### config.mk
export PLATFORM = sky130hd
export DESIGN_NAME = ysyx22041405_wb_sched
export DESIGN_NICKNAME = d
export VERILOG_FILES = /design/src/rtl/ysyx22041405_wb_sched.sv
export SDC_FILE = /design/constraint.sdc
export NUM_CORES = 1
export LEC_CHECK = 0
export ABC_AREA = 1
export CAP_MARGIN = 20
export CORE_MARGIN = 4
export CORE_UTILIZATION = 45
export DETAILED_ROUTE_END_ITERATION = 12
export PLACE_DENSITY = 0.79
export SYNTH_ARGS = -nofsm -noshare
export SYNTH_HDL_FRONTEND = slang
export SYNTH_SLANG_ARGS = --single-unit
### constraint.sdc
create_clock -name clk -period 2.4 [get_ports clk]
set_clock_uncertainty 0.05 [all_clocks]
set_input_delay 0.24 -clock clk [delete_from_list [all_inputs] [get_ports clk]]
set_output_delay 0.24 -clock clk [all_outputs]
set_load 0.05 [all_outputs]
### src/rtl/ysyx22041405_wb_sched.sv
// Write-back scheduler: round-robin arbitration of EXU/LSU onto the RF write port plus busy scoreboard.
// Optional YSYX22041405_WB_CONFLICT_CNT_EN adds a counter of cycles where both sources request.
module ysyx22041405_wb_sched #(
    parameter int unsigned WIDTH  = 32,
    parameter int unsigned REGNUM = 32
) (
    input  logic             clk,
    input  logic             rst,
    input  logic             wb0_valid,
    output logic             wb0_ready,
    input  logic [4:0]       wb0_rd,
    input  logic [WIDTH-1:0] wb0_data,
    input  logic             wb1_valid,
    output logic             wb1_ready,
    input  logic [4:0]       wb1_rd,
    input  logic [WIDTH-1:0] wb1_data,
    input  logic             iss_valid,
    input  logic [4:0]       iss_rd,
    input  logic [4:0]       rs1,
    input  logic [4:0]       rs2,
    output logic             stall,
    output logic             rf_we,
    output logic [4:0]       rf_waddr,
`ifdef YSYX22041405_WB_CONFLICT_CNT_EN
    output logic [31:0]      conflict_cnt,
`endif
    output logic [WIDTH-1:0] rf_wdata
);

    logic              rr_q, rr_d;
    logic [REGNUM-1:0] busy_q, busy_d;
    logic              we_q;
    logic [4:0]        waddr_q;
    logic [WIDTH-1:0]  wdata_q;

    logic              grant0, grant1, both, acc, wr;
    logic [4:0]        sel_rd;
    logic [WIDTH-1:0]  sel_data;
    logic              issue;

    // rr_q == 0 prefers EXU when both sources request
    always_comb begin
        both      = wb0_valid && wb1_valid;
        grant0    = wb0_valid && (!wb1_valid || !rr_q);
        grant1    = wb1_valid && (!wb0_valid || rr_q);
        wb0_ready = grant0;
        wb1_ready = grant1;
        acc       = grant0 || grant1;
        sel_rd    = grant1 ? wb1_rd : wb0_rd;
        sel_data  = grant1 ? wb1_data : wb0_data;
        wr        = acc && (sel_rd != 5'd0);
        rr_d      = both ? !rr_q : rr_q;
    end

    always_comb begin
        stall = iss_valid && (busy_q[rs1] || busy_q[rs2] || busy_q[iss_rd]);
        issue = iss_valid && !stall && (iss_rd != 5'd0);
    end

    // Clear first so a same-edge issue to the same register keeps it busy
    always_comb begin
        busy_d = busy_q;
        if (wr) begin
            busy_d[sel_rd] = 1'b0;
        end
        if (issue) begin
            busy_d[iss_rd] = 1'b1;
        end
        busy_d[0] = 1'b0;
    end

    always_ff @(posedge clk or posedge rst) begin
        if (rst) begin
            rr_q    <= 1'b0;
            busy_q  <= '0;
            we_q    <= 1'b0;
            waddr_q <= 5'd0;
            wdata_q <= '0;
        end else begin
            rr_q   <= rr_d;
            busy_q <= busy_d;
            we_q   <= wr;
            if (wr) begin
                waddr_q <= sel_rd;
                wdata_q <= sel_data;
            end
        end
    end

    assign rf_we    = we_q;
    assign rf_waddr = waddr_q;
    assign rf_wdata = wdata_q;

`ifdef YSYX22041405_WB_CONFLICT_CNT_EN
    logic [31:0] cnt_q;

    always_ff @(posedge clk or posedge rst) begin
        if (rst) begin
            cnt_q <= 32'd0;
        end else if (both) begin
            cnt_q <= cnt_q + 32'd1;
        end
    end

    assign conflict_cnt = cnt_q;
`endif

endmodule

Word-level counts from Yosys, hierarchy flattened

Cells that the tools add are included.

Shift-type cells: 0
Add/sub/neg operators: 0
Div/mod/pow operators: 0
Multiplexer cells: 14
Eq/ne operators: 0
Multiply operators: 0
Bitwise logic cells: 3
Order comparisons: 6
Reduce and logical (&&, ||, !) cells: 20

Operators by type and width:

| cell                                                                                | number |
|---|---|
| 32-bit 2-to-1 mux                                                                   | 3 |
| 32-bit AND                                                                          | 1 |
| 32-bit inverter                                                                     | 1 |
| 32-bit OR                                                                           | 1 |
| 5-bit by 6-bit < comparator with 1-bit output, second input constant                | 4 |
| 1-bit binary-select mux with 5-bit select                                           | 3 |
| 1-bit demux with 5-bit select                                                       | 2 |
| 5-bit by 1-bit greater-or-equal comparator with 1-bit output, second input constant | 2 |
| 5-bit nonzero test                                                                  | 2 |
| 1-bit logical AND                                                                   | 9 |
| 1-bit logical OR                                                                    | 5 |
| 1-bit 2-to-1 mux                                                                    | 5 |
| 5-bit 2-to-1 mux                                                                    | 1 |
| 1-bit zero test                                                                     | 4 |

Flip-flop bits (word level): 70
Latch bits: 0
Logic and storage cells: 48
Memories kept: 0
Input bits: 94
ROM bits: 0
Memory bits (writable): 0

Longest topological paths before layout

Depth in word-level cells: 13
Gate-level depth with buffers: 14

Worst setup path after synthesis

Ideal clock, no wire load.

Kind: in2out
Start point: in iss_rd[0]
End point: out stall
Path buffers: 0
Arrival: 1.802 ns
Required time: 2.110 ns
Cell stages on the path: 9
Slack: 0.308 ns
Cells stage by stage: nor2_1 inv_2 o22ai_1 o21bai_1 nand2_1 inv_1 nand2_1 nor2_2 a21boi_1

Cells in the longest elaborated chain, start to end: 4

Ends and longest elaborated chain:

| item                                      | RTL line | text |
|---|---|---|
| start, declared                           | 18       | `input logic [4:0] iss_rd,` |
| 1-bit binary-select mux with 5-bit select | 56       | `stall = iss_valid && (busy_q[rs1] \|\| busy_q[rs2] \|\| busy_q[iss_rd]);` |
| 1-bit 2-to-1 mux (implied by the code)    | 56       |  |
| 1-bit logical OR                          | 56       |  |
| 1-bit logical AND                         | 56       |  |
| end, declared                             | 21       | `output logic stall,` |

No other way between the ends. The select of a mux whose other input is x is not followed.

Final worst setup path

Start point: in iss_rd[2]
End point: out stall

Same word-level chain as after synthesis.

==> implementation parameters <==
Parameter                              Value

Status
  Status    completed

Critical path
  Crit path from    iss_rd[2]
  Req. time, crit path    2110 ps
  Crit path arrival time    1960 ps
  Largest fanout of any net on the critical path    5
  Launching point of the worst reg2reg path    rr_q
  Startpoint types    input port
  CP Capture Type    output port
  Kind of critical path    input port to output port

Yosys
  Number of enable flip-flop cells after synthesis    0
  Post-Syn Area per Cell    6.68 µm²
  Synth warn    0
  Multiplexer fraction of the synthesized cell area    0%
  Syn_nets    753
  Syn Inst Count    659
  Area fraction in and, or, nand and nor cells after synthesis    37.5%
  Mapped cell area    4400 µm²
  Synth async-reset ratio    100%
  Count of cell types in the netlist    28
  Combinational family with the most area after synthesis    simple AND/OR/NAND/NOR gates
  Seq/Total Area, Yosys    39.8%
  Post-synthesis adder-cell area fraction    0%
  Xor and xnor area share after synthesis    0%
  Most frequent cell after synthesis    nand2_1
  Main flop type after synthesis    dfrtp_1
  Synth top area cells    dfrtp_1, nand2_1, nand3_1
  Synth Area in Compound Gates    12.2%
  Leading area contributor after synthesis    dfrtp_1
  Commonest cells in the synthesized netlist    nand2_1, nor2_1, dfrtp_1, nand3_1, inv_1
  Proportion of netlist area held by the largest area contributor    39.8%
  Seq cells post-synth    70

Placement
  GP Congestion    1.01
  Post-Place Setup Slack    62.9 ps
  Placed Cells    911
  Detailed-placement wirelength estimate    12700 µm
  Total cell area at the placement stage    5930 µm²
  IO buf count    134

Job
  MaxCap Viol Count    0

STA
  Max Slew Vio Count    0
  Number of failing hold endpoints at the final stage    0
  Slew at the pin closest to its max-slew limit    582 ps
  PnR worst setup slack    145 ps
  Setup repair after global routing missed its margin    false
  Shortest clock period the worst path allows after layout    2250 ps
  Part of the cycle the worst path needs    93.9%
  Aggregate negative setup slack    0 ps
  Final setup violation count    0
  Relative slew slack    61.1%
  Maximum clock frequency    444 MHz

Global route
  Maximum number of pins on one net before global-route repair    67
  Congestion Overflow GR    0
  Total global routing track utilization    29.6%
  Number of antenna violations at the first check in global routing    0
  Via count of the first global-routing pass    5019
  Wire length of the first global-routing pass    26400 µm

CTS
  Resized Gates After CTS    0
  Cts-stage hold buffer count    0
  CTS Buffer Depth    2
  Worst skew pair latency    350 ps
  CTS H-tree depth    3
  Post-CTS clock slew at the launch and capture registers of the worst setup and hold paths    80 ps
  Post-CTS Setup Inserts    0
  CTS Root Buffer Type    clkbuf_8
  Number of buffers added by the clock tree synthesis step    9
  Number of sinks handled by clock tree synthesis    70
  TritonCTS clock tree    built

Detailed routing
  Length of routed met3 wiring    1680 µm
  Vias per cell    5.53
  Iteration-0 DRC Markers    364
  Length of routed met2 wiring    7900 µm
  Antenna-violating nets left    0
  DR vias    5129
  Metal1 wirelength    6200 µm
  Top routing layer used    met4
  Residual DRC count    0
  Number of optimization iterations in the first detailed-route pass    7
  Total length of routed wires    16500 µm
  Post-DR wirelength/cell    17.8 µm

Floorplanning
  # IOs    135
  Initial core utilization    47.0%
  X dimension of the die    107 µm
  Area of the core region    9370 µm²
  Total die area    11400 µm²
  Row count    35
  Chip height    107 µm

Layout
  Layout cells sized above 1    7.89%
  P&R area growth vs syn    41.1%
  Area of all placed cells without fillers    6210 µm²
  Fin cells    927
  Antenna cell count    0
  Nets    887

Hold path
  Path category of the worst min-delay check    input port to asynchronous set/reset pin

Power and ir drop
  Leakage power figure    2.97 nW
  Power after layout    4.48 mW
  Power density normalized to cell area    721 nW/µm²
  VDD IR-drop max    0.427 mV
[worst max-delay path, cell delays in order]
cell	delay, ps
clkdlybuf4s50_1	560
inv_1	120
nor3_1	160
inv_1	140
o21bai_1	180
nand2_1	60
inv_1	30
nand2_1	60
nor2_2	50
a21boi_1	180
buf_6	190
[per-stage QoR]
stage | hold slack (ps) | util (%)
finish | 55.2 | 66.3
global placement | 417 | 63.3
CTS | 49.6 | 65.9
floorplan | 297 | -
global route | 81.3 | 66.3
detailed placement | 430 | 63.3
[sequential cells by signal (all words and copies together) (netlist names)]
register / cells
rf_we: 1
rf_wdata: 32
rr_q: 1
busy_q: 31
rf_waddr: 5
[report_power, final]
group          internal, mW  switching (mW)
sequential             1.40           0.169
combinational         0.590            1.12
clock                 0.721           0.475
[placed cells by master (no fill, tap or decap)]
master / n
nand2_1: 206
nand3_1: 65
bufinv_16: 3
dlymetal6s2s_1: 4
a21boi_1: 1
clkinv_4: 1
inv_1: 59
buf_12: 4
a21oi_4: 1
clkinvlp_4: 1
inv_2: 10
a31oi_1: 32
clkinv_1: 1
clkdlybuf4s50_1: 127
nor3_1: 7
nor2_4: 1
a21boi_0: 1
inv_4: 1
buf_4: 20
clkbuf_8: 10
o22ai_1: 3
a22oi_1: 4
nand2_2: 3
o21ai_0: 34
nor2_2: 4
dfrtp_1: 70
nand4_1: 31
a21oi_1: 6
o21ai_2: 2
o21bai_1: 1
o211ai_1: 2
buf_6: 2
o21ai_1: 5
nor2_1: 75
clkbuf_1: 1
[per-layer routing]
metal	vias to the layer above	track usage (%)
li1	2431	-
met4	0	14.0
met5	-	0
met2	283	49.9
met1	2366	33.8
met3	49	9.87
[logic make-up after synthesis]
group	Yosys count
compound gates	92
buf+inv	105
flops	70
simple gates	392
[final timing paths]
check / cells past startpoint / slack [ps] / to
worst min-delay path: 2 / 60 / rf_wdata[20]
min in group clk: 3 / 400 / rf_wdata[20]
worst max register to register: 10 / 420 / busy_q[20]
max in group asynchronous: 3 / 1660 / rf_wdata[22]
worst min register to register: 2 / 460 / rf_waddr[1]
worst max-delay path: 11 / 150 / stall
[layout make-up]
cell class | count | area (µm²)
Clock buffer | 11 | 141
Clock inverter | 5 | 106
Fill cell | 849 | 3160
Inverter | 71 | 269
Multi-Input combinational cell | 484 | 2210
Sequential cell | 70 | 1750
Tap cell | 129 | 161
Timing Repair Buffer | 157 | 1570
(Power assumes the default switching activity.)
